==> config.mk <==
export PLATFORM = sky130hd
export DESIGN_NAME = misr_bist_ctrl
export DESIGN_NICKNAME = d
export VERILOG_FILES = /design/src/rtl/bist_pkg.sv /design/src/rtl/misr_core.sv /design/src/rtl/misr_bist_ctrl.sv
export SDC_FILE = /design/constraint.sdc
export NUM_CORES = 1
export LEC_CHECK = 0
export ABC_AREA = 1
export CAP_MARGIN = 30
export CORE_MARGIN = 2
export CORE_UTILIZATION = 55
export DETAILED_ROUTE_END_ITERATION = 16
export GPL_ROUTABILITY_DRIVEN = 0
export PLACE_DENSITY = 0.82
export RECOVER_POWER = 50
export SETUP_SLACK_MARGIN = 0.15
export SLEW_MARGIN = 20
export SYNTH_ARGS = -nofsm -noshare
export SYNTH_HDL_FRONTEND = slang
export SYNTH_SLANG_ARGS = --single-unit
==> constraint.sdc <==
create_clock -name clk -period 5 [get_ports clk]
set_input_delay 0.75 -clock clk [delete_from_list [all_inputs] [get_ports clk]]
set_output_delay 0.75 -clock clk [all_outputs]
set_load 0.1 [all_outputs]
==> src/rtl/bist_pkg.sv <==
// Shared BIST definitions: controller state encoding and default MISR constants,
// also used by the upstream pattern generator.
package bist_pkg;

    typedef enum logic [1:0] {
        ST_IDLE  = 2'd0,
        ST_RUN   = 2'd1,
        ST_CHECK = 2'd2,
        ST_DONE  = 2'd3
    } bist_state_t;

    localparam int unsigned           BIST_RESP_W = 7;
    localparam int unsigned           BIST_MISR_W = 16;
    localparam logic [BIST_MISR_W-1:0] BIST_POLY   = 16'h1021;

endpackage

==> src/rtl/misr_core.sv <==
// Multiple-input signature register: Galois-style shift with polynomial feedback,
// XORing in one zero-extended response word per enabled cycle.
module misr_core
    import bist_pkg::*;
#(
    parameter int unsigned           RESP_W = BIST_RESP_W,
    parameter int unsigned           MISR_W = BIST_MISR_W,
    parameter logic [MISR_W-1:0]     POLY   = BIST_POLY
) (
    input  logic              clk,
    input  logic              reset,
    input  logic              clr,
    input  logic              en,
    input  logic [RESP_W-1:0] din,
    output logic [MISR_W-1:0] q
);

    logic [MISR_W-1:0] misr_next;

    always_comb begin
        misr_next = {q[MISR_W-2:0], 1'b0} ^ (q[MISR_W-1] ? POLY : '0) ^ MISR_W'(din);
    end

    // clr wins over en so a restart never folds in a stale response
    always_ff @(posedge clk or negedge reset) begin
        if (!reset) begin
            q <= '0;
        end else if (clr) begin
            q <= '0;
        end else if (en) begin
            q <= misr_next;
        end
    end

endmodule

==> src/rtl/misr_bist_ctrl.sv <==
// BIST run controller: sequences IDLE/RUN/CHECK/DONE, counts accepted responses
// and compares the compacted signature against GOLDEN.
module misr_bist_ctrl
    import bist_pkg::*;
#(
    parameter int unsigned           RESP_W  = BIST_RESP_W,
    parameter int unsigned           MISR_W  = BIST_MISR_W,
    parameter logic [MISR_W-1:0]     POLY    = BIST_POLY,
    parameter int unsigned           PAT_CNT = 1024,
    parameter logic [MISR_W-1:0]     GOLDEN  = '0
) (
    input  logic              clk,
    input  logic              reset,
    input  logic              start,
    input  logic              abort,
    input  logic [RESP_W-1:0] resp,
    input  logic              resp_valid,
    output logic              pat_en,
    output logic              busy,
    output logic              done,
    output logic              pass,
    output logic [MISR_W-1:0] signature
);

    localparam logic [15:0] LAST_IDX = 16'(PAT_CNT - 1);

    bist_state_t state;
    logic [15:0] cnt;
    logic        pass_r;
    logic        go_run;
    logic        accept;

    // abort outranks both a (re)start and the final accept of a run
    always_comb begin
        go_run = start && !abort && (state == ST_IDLE || state == ST_DONE);
        accept = (state == ST_RUN) && resp_valid && !abort;
    end

    always_ff @(posedge clk or negedge reset) begin
        if (!reset) begin
            state  <= ST_IDLE;
            cnt    <= '0;
            pass_r <= 1'b0;
        end else if (abort) begin
            state  <= ST_IDLE;
            pass_r <= 1'b0;
        end else begin
            case (state)
                ST_IDLE, ST_DONE: begin
                    if (go_run) begin
                        state  <= ST_RUN;
                        cnt    <= '0;
                        pass_r <= 1'b0;
                    end
                end
                ST_RUN: begin
                    if (accept) begin
                        cnt <= cnt + 16'd1;
                        if (cnt == LAST_IDX) begin
                            state <= ST_CHECK;
                        end
                    end
                end
                ST_CHECK: begin
                    pass_r <= (signature == GOLDEN);
                    state  <= ST_DONE;
                end
                default: state <= ST_IDLE;
            endcase
        end
    end

    misr_core #(
        .RESP_W (RESP_W),
        .MISR_W (MISR_W),
        .POLY   (POLY)
    ) u_misr (
        .clk   (clk),
        .reset (reset),
        .clr   (go_run),
        .en    (accept),
        .din   (resp),
        .q     (signature)
    );

    always_comb begin
        pat_en = (state == ST_RUN);
        busy   = (state == ST_RUN) || (state == ST_CHECK);
        done   = (state == ST_DONE);
        pass   = pass_r;
    end

endmodule

* Word-level counts from Yosys, hierarchy flattened
Index checks and enable logic that the tools add are counted.
Storage, ports and cells: bits in registers 35, output and inout bits 20
Operators by class: bitwise logic cells 3, equality and inequality tests 9, mux-type cells 14, reductions and logical operators 16, $add $sub $neg 1
Operators with widths (number):
- $mux 16 | 4
- $pmux 16 s2 | 1
- $add 16x1->16 const B | 1
- $eq 16x10->1 const B | 1
- $logic_not 16->1 | 1
- $xor 16x16->16 | 1
- $xor 16x7->16 | 1
- $mux 13 | 1
- $mux 2 | 4
- $ne 3x2->1 const B | 2
- $pmux 2 s3 | 1
- $eq 2x2->1 const B | 2
- $logic_and 1x1->1 | 4
- $reduce_and 4->1 | 1
- $reduce_bool 2->1 | 2
- $ne 3x3->1 const B | 1
- $reduce_and 3->1 | 1
- $reduce_bool 3->1 | 1
- $eq 2x1->1 const B | 1
- $logic_not 2->1 | 1
- $logic_or 1x1->1 | 2
- $mux 1 | 2
- $ne 2x1->1 const B | 1
- $ne 2x2->1 const B | 1
- 5 further kinds | 5

* Longest topological paths before layout
Gate-level depths: netlist (run 1).
depth in word-level cells 6, mapped depth 11, mapped depth without buffers 10

* Hierarchy
Synthesis (run 1) repeated with hierarchy kept, for this count alone.
Unflattened totals: cells, all modules 266, area total of the unflattened synthesis 2050.7 um2
By module, submodules not included:
- misr_bist_ctrl | seq. area each 475.5 um2, area an instance 1365.1 um2, instances 1, cells an instance 198
- misr_core | seq. area each 400.4 um2, area an instance 685.7 um2, instances 1, cells an instance 68

* Worst setup path after synthesis (run 1)
No wires, ideal clock.
path kind register -> register, start register state[1], end register cnt[5], stages on the path, launching flop included 10, arrival time 2.215 ns, path buffers 1, setup time 0.120 ns, slack 2.666 ns, required time 4.880 ns, cell sequence dfrtp_1 inv_1 ha_1 buf_4 nand3_1 nand2_2 nand2_4 inv_6 nand2_4 and3_1
Between the ends: cells in the longest elaborated chain, start to end 5, elaborated cells between the ends (all ways) 13, those cells by class eq/ne (4); mux (1); reduce/logical (8)
Ends and longest elaborated chain:
- start: declaration | RTL line misr_bist_ctrl.sv:27 | bist_state_t state;
- start signal: assignment | RTL line misr_bist_ctrl.sv:41 | state <= ST_IDLE;
- start signal: assignment | RTL line misr_bist_ctrl.sv:45 | state <= ST_IDLE;
- start signal: assignment | RTL line misr_bist_ctrl.sv:51 | state <= ST_RUN;
- $eq 2x1->1 (*)
- named net pat_en | RTL line misr_bist_ctrl.sv:18 | output logic pat_en,
- $logic_and 1x1->1 (2 in series) | RTL line misr_bist_ctrl.sv:36 | accept = (state == ST_RUN) && resp_valid && !abort;
- $ne 2x1->1 (no source line)
- $reduce_and 4->1 (no source line)
- end signal: assignment | RTL line misr_bist_ctrl.sv:58 | cnt <= cnt + 16'd1;
- end: declaration | RTL line misr_bist_ctrl.sv:28 | logic [15:0] cnt;
Mark *: on every way through the listed nets, which the timed path passes. The rest lies on a longest branch. A chain may end at the register's enable or synchronous reset.

* Worst setup path in the final report (run 1)
start register state[1], end output port pat_en
Between the ends: cells in the longest elaborated chain, start to end 1
Ends and longest elaborated chain:
- $eq 2x1->1 | RTL line misr_bist_ctrl.sv:87 | pat_en = (state == ST_RUN);
- end: declaration | RTL line misr_bist_ctrl.sv:18
Every way passes these cells.

==> metrics.md, run 1 <==
| Metric | Value |
|---|---|
| Die Ht | 62.8 um |
| Critical-path cell list | inv_1, ha_1, clkdlybuf4s50_1 |
| Vias in the first global route | 1669 |
| TritonCTS clock tree | done |
| CP max stage delay | about 1.2 ns |
| Peak supply drop | 0.473 mV |
| Largest net degree at the start of global routing | 36 |
| WS Path Type | flip-flop to output port |
| Number of flops mapped to enable cells by yosys | 0 |
| Root Driver | clkbuf_4 |
| Iter 0 DRT Violations | 111 |
| CP Max Fanout | 11 |
| # diodes | 0 |
| DRT Pass-1 Iters | 4 |
| Synthesis Warnings | 0 |
| Post-Syn Area | 1900 um2 |
| Post-CTS sizing | 0 |
| Post-CTS setup buffers | 0 |
| Endpoint class of the critical path | output port |
| DRC | 0 |
| Cell taking the most area after synthesis | dfrtp_1 |
| Max Cap Viol | 1 |
| Synth Area per Inst | 7.84 um2 |
| Synth top area share | 0.460 |
| IO Port Bufs | 31 |
| Final instance area | 2330 um2 |
| Least-Margin Pin Slew | roughly 1.8 ns |
| Worst skew pair latency | around 0.34 ns |
| Nets | a little under 300 |
| Core area | ~3300 um2 |
| Synthesized Nets | roughly 260 |
| Row count | 21 |
| Total Routed Length | 3.94 mm |
| # IOs | 32 |
| Die Wd | 62.8 um |
| Run status | complete, but fails checks |
| First-pass GRT wire length | between 7 and 8 mm |
| Hold buffers post-CTS | 0 |
| Bufs on Longest Clock Path | 2 |
| Initial antenna violation count | 0 |
| Cell family with most CP delay | buffers and inverters |
| CP Data Arrival Time | 2.49 ns |
| RSZ-0062 raised after global routing | no |
| Placed inst area | 2260 um2 |
| Most frequent cell after synthesis | nand2_1 |
| Fmax | between 300 and 400 MHz |
| CTS clk-pin slew, worst paths | ~0.11 ns |
| Layout cells sized above 1 | 0.0464 |
| Non-Filler Instances | approximately 330 |
| Failing checks | capacitance limit, slew limit |
| Main flop type after synthesis | dfrtp_1 |
| Top post-synthesis cells by area | dfrtp_1, nand2_1, inv_1, nand3_1, nor2_1 |
| Worst path buffer plus inverter count | 2 |
| Final ANT Viol Nets | 0 |
| Yosys cell types | 24 |
| Crit path time final | 3.24 ns |
| Final WS setup | around 1.8 ns |
| Initial Util | 0.571 |
| Synth Instances | 243 |
| Crit path launch type | flip-flop |
| Global-route usage over all layers | 0.232 |
| Num Clock Sinks | 35 |
| Setup Viol. Count Final | 0 |
| Fin crit share | 0.648 |
| Synth cell count leaders | nand2_1, inv_1, dfrtp_1 |
| Sequential share of the synthesized area | 0.460 |
| Number of H-tree levels | 2 |
| GRT overflow | 0 |
| LEAKAGE | about 1.1 nW |
| Worst Path Required | 4.25 ns |
| Synth-to-layout area growth | 22.1% |
| Pre-CTS WS | 2.16 ns |
| Per-cell routed wire length | 12.1 um |
| Yosys reg bits | 35 |
| Vias | 1679 |
| Final Max Tran Viols | 36 |
| Setup tns final | 0 ns |
| CTS buffer count | 5 |
| Slew headroom | -0.196 |
| Post-DP HPWL | 2.96 mm |
| # placed instances | 318 |
| Via/cell ratio | 5.15 |
| HP Class | flip-flop to flip-flop |
| Total power | about 1.3 mW |
| Worst path slowest cell | clkdlybuf4s50_1 |
| Synth async-reset ratio | 1.00 |
| Die area | 3950 um2 |
| Skew final | 0.0105 ns |
| Power Density | approximately 540 nW/um2 |
| Final Hold Vio Count | 0 |
[cells in the final DEF, fill, tap and decap left out]
cell,instances
and3_1,1
nand2_1,55
ha_1,4
nand3_1,21
o211ai_1,1
xnor2_1,7
inv_2,1
clkinv_2,1
nand4_1,10
bufinv_16,1
o22ai_1,15
dfrtp_1,35
nor2_1,28
inv_1,38
a21oi_1,8
nor2_2,1
clkinv_4,1
o31ai_1,1
dlygate4sd3_1,2
clkbuf_1,1
xor2_1,2
nor2_8,1
clkdlybuf4s50_1,29
clkinvlp_2,1
nand2_4,1
o21ai_0,8
nor3_1,1
clkbuf_4,5
[through the flow]
step                      utilization  hold slack [ns]
final                           0.697            0.537
after detailed placement        0.678            0.514
after floorplan                     -            0.454
after CTS                       0.702            0.540
after global routing            0.697            0.572
after global placement          0.678            0.475
[per-layer routing]
metal / track usage / vias to the layer above / share of wire
met2: 0.407 / 42 / 0.50
met3: 0.0595 / 6 / 0.047
li1: - / 867 / -
met1: 0.277 / 764 / 0.44
met5: 0 / - / 0
met4: 0.0750 / 0 / 0.015
[flip-flops by register name, indices dropped and copies added (netlist names)]
register / count
u_misr.q: 16
cnt: 16
state: 2
pass: 1
[cell type report]
class | instances | area, um2
fillers | 290 | 1010
flip-flops and latches | 35 | 876
multi-input cells | 165 | 846
repair buffers | 32 | 314
inverters | 40 | 151
well taps | 46 | 57.6
clock inverters | 3 | 43.8
clock buffers | 5 | 37.5
[power by group]
part / switching, mW / internal, mW
registers: 0.0515 / 0.334
logic: 0.500 / 0.167
clock network: 0.0986 / 0.105
[worst register-to-register path: stages (launching register included)]
cell	delay [ns]
dfrtp_1	0.44
inv_1	0.08
ha_1	0.41
inv_2	0.13
nand2_1	0.09
nand2_1	0.07
nand2_1	0.38
clkinvlp_2	0.50
nand2_4	0.24
nand2_1	0.07
nor2_1	0.08
[worst paths after layout]
check / end / cells after the start / from / slack, ns
hold / removal: pass / 2 / pass / 0.54
setup reg to reg: cnt[15] / 10 / state[1] / 2.45
hold reg to reg: pass / 2 / pass / 0.54
setup / recovery: pat_en / 3 / state[1] / 1.76
min in group asynchronous: u_misr.q[6] / 2 / reset / 1.42
max in group asynchronous: cnt[9] / 2 / reset / 2.55
[cells by family (layout without fill, tap and decap cells)]
logic type / count (synthesis) / in the layout / synth area share
adder cells (fa/ha/maj): 4 / 4 / 0.0263
buffers and inverters: 43 / 80 / 0.0907
XOR/XNOR: 9 / 9 / 0.0414
AND/OR/NAND/NOR: 119 / 119 / 0.283
flip-flops: 35 / 35 / 0.460
AO/OA/AOI/OAI: 33 / 33 / 0.0992
(Power assumes the default switching activity.)
==> run 2, diff against run 1 <==
--- a/config.mk
+++ b/config.mk
@@ -8,10 +8,10 @@
 export ABC_AREA = 1
 export CAP_MARGIN = 30
 export CORE_MARGIN = 2
-export CORE_UTILIZATION = 55
+export CORE_UTILIZATION = 53
 export DETAILED_ROUTE_END_ITERATION = 16
 export GPL_ROUTABILITY_DRIVEN = 0
-export PLACE_DENSITY = 0.82
+export PLACE_DENSITY = 0.8
 export RECOVER_POWER = 50
 export SETUP_SLACK_MARGIN = 0.15
 export SLEW_MARGIN = 20
==> constraint.sdc (replaced) <==
create_clock -name clk -period 3.1 [get_ports clk]
set_input_delay 0.465 -clock clk [delete_from_list [all_inputs] [get_ports clk]]
set_output_delay 0.465 -clock clk [all_outputs]
set_load 0.1 [all_outputs]
==> run 2 against run 1 <==
The flow still finishes with violations (capacitance limit, slew limit). Design area is 3.2% lower. Cell count unchanged. Largest cell class unchanged. Setup slack worse by 0.83 ns. Non-clock buffer count did not move. Die area increased by 3.5%. Largest power group unchanged. Register-to-register slack lost 1.4 ns. Clock-buffer cell count is the same. Highest routed layer unchanged. Power is 61% higher. Utilization down 3.3 points.
==> metrics.md, run 2 (synthesis gave the netlist of run 1 again) <==
| Metric | Value |
|---|---|
| Run status | complete, but fails checks |
| Failing checks | capacitance limit, slew limit |
| Setup tns final | 0 ns |
| Via/cell ratio | 5.15 |
| Gate power share | 0.525 |
| Total Routed Length | 4.02 mm |
| Peak supply drop | 0.865 mV |
| Sequential Power Share | 0.311 |
| Iter 0 DRT Violations | roughly 120 |
| DRT Pass-1 Iters | 4 |
| Commonest non-fill, non-tap cell in the layout | nand2_1 |
| Core area | 3390 um2 |
| Row count | 21 |
| # IOs | 32 |
| Most frequent cells in the layout | nand2_1, inv_1, dfrtp_1 |
| CP Max Fanout | 35 |
| Net Sw Frac | 0.531 |
| Endpoint class of the critical path | asynchronous set/reset pin |
| Worst path buffer plus inverter count | 2 |
| DRC | 0 |
| Per-cell routed wire length | 12.3 um |
| IO Port Bufs | 31 |
| Die Ht | between 60 and 70 um |
| CP max stage delay | 1.33 ns |
| Critical-path cell list | clkdlybuf4s50_1, clkbuf_1 |
| Die Wd | between 60 and 70 um |
| Power Density | ~900 nW/um2 |
| LEAKAGE | 1.11 nW |
| Fmax | 461 MHz |
| Global-route usage over all layers | 0.225 |
| Post-CTS sizing | 0 |
| Skew final | around 0.014 ns |
| Layout cells sized above 1 | 0.0929 |
| Nets | roughly 300 |
| Number of H-tree levels | 2 |
| First-pass GRT wire length | 7.20 mm |
| WS Path Type | input port to asynchronous set/reset pin |
| Vias | 1679 |
| CP Data Arrival Time | ~2.3 ns |
| Worst Path Required | 3.20 ns |
| Largest net degree at the start of global routing | 36 |
| Hold buffers post-CTS | 0 |
| GRT overflow | 0 |
| Clock power frac | 0.165 |
| Final ANT Viol Nets | 0 |
| Final Hold Vio Count | 0 |
| Crit path time final | 2.17 ns |
| Worst path slowest cell | clkbuf_1 |
| Setup Viol. Count Final | 0 |
| Worst skew pair latency | between 0.3 and 0.4 ns |
| Post-DP HPWL | 2.87 mm |
| Sw Pwr | 1.07 mW |
| Fin crit share | 0.699 |
| Root Driver | clkbuf_4 |
| Die area | 4090 um2 |
| Vias in the first global route | between 1.5k and 2k |
| Internal | 0.946 mW |
| Synth-to-layout area growth | 18.3% |
| RSZ-0062 raised after global routing | no |
| Initial antenna violation count | 0 |
| Num Clock Sinks | 35 |
| Least-Margin Pin Slew | 1.87 ns |
| HP Class | flip-flop to flip-flop |
| Cell family with most CP delay | buffers and inverters |
| Slew headroom | -0.247 |
| TritonCTS clock tree | done |
| Bufs on Longest Clock Path | 2 |
| CTS clk-pin slew, worst paths | 0.12 ns |
| Max Cap Viol | 1 |
| CTS buffer count | 5 |
| Initial Util | 0.562 |
| Top Registers | cnt x16, u_misr.q x16, state x2 |
| Crit path launch type | input port |
| Hold Slack | 0.507 ns |
| Post-CTS setup buffers | 0 |
| Final Max Tran Viols | 36 |
| Total power | 2.02 mW |
| # diodes | 0 |
[run 2: cell count changes in the layout (fill, tap and decap cells not counted), sizes merged]
| cell | change |
|---|---|
| buf | +10 |
| clkdlybuf4s50 | -18 |
| inv | +1 |
| clkbuf | +10 |
| dlygate4sd3 | -2 |
| clkinvlp | -1 |
[run 2: worst min-delay path, stage by stage (launching register included)]
cell	delay, ns
dfrtp_1	0.37
nand2_1	0.05
o21ai_0	0.06
[run 2: worst paths after layout]
check / start / end / slack, ns / cells past startpoint
hold reg to reg: pass / pass / 0.51 / 2
setup / recovery: reset / cnt[13] / 0.93 / 2
hold / removal: pass / pass / 0.51 / 2
min in group asynchronous: reset / state[1] / 1.08 / 2
setup reg to reg: state[1] / u_misr.q[0] / 1.05 / 6
max in group clk: state[1] / pat_en / 0.95 / 3
[run 2: power groups by stage]
stage	clock network [mW]	logic, mW	registers (mW)
floorplan	0	0.547	0.941
detailed placement	0	1.07	0.635
global route	0.365	1.12	0.640
CTS	0.342	1.08	0.627
global placement	0	1.06	0.629
finish	0.333	1.06	0.627
[run 2: stage by stage]
stage / area (um2) / cells / worst slack, ns / util
2_1_floorplan: 1900 / 243 / 0.766 / -
3_3_place_gp: 2210 / 318 / 1.08 / 0.653
3_5_place_dp: 2210 / 318 / 0.988 / 0.653
4_1_cts: 2290 / 326 / 0.969 / 0.677
5_1_grt: 2250 / 326 / 0.502 / 0.664
6_report: 2250 / 326 / 0.933 / 0.664
[run 2: layout make-up]
cell class | count | area (um2)
tap | 46 | 57.6
clock buffer | 5 | 37.5
clock inverter | 3 | 43.8
fill | 296 | 1140
inverter | 40 | 155
timing repair buffer | 32 | 226
multi-input combinational | 165 | 856
sequential | 35 | 876
[run 2: routing by layer]
metal  up-vias  GRT usage  share of wire
met5         -          0              0
met4         0     0.0707          0.013
met3         6     0.0599          0.047
met2        40      0.353           0.47
met1       772      0.305           0.46
li1        861          -              -
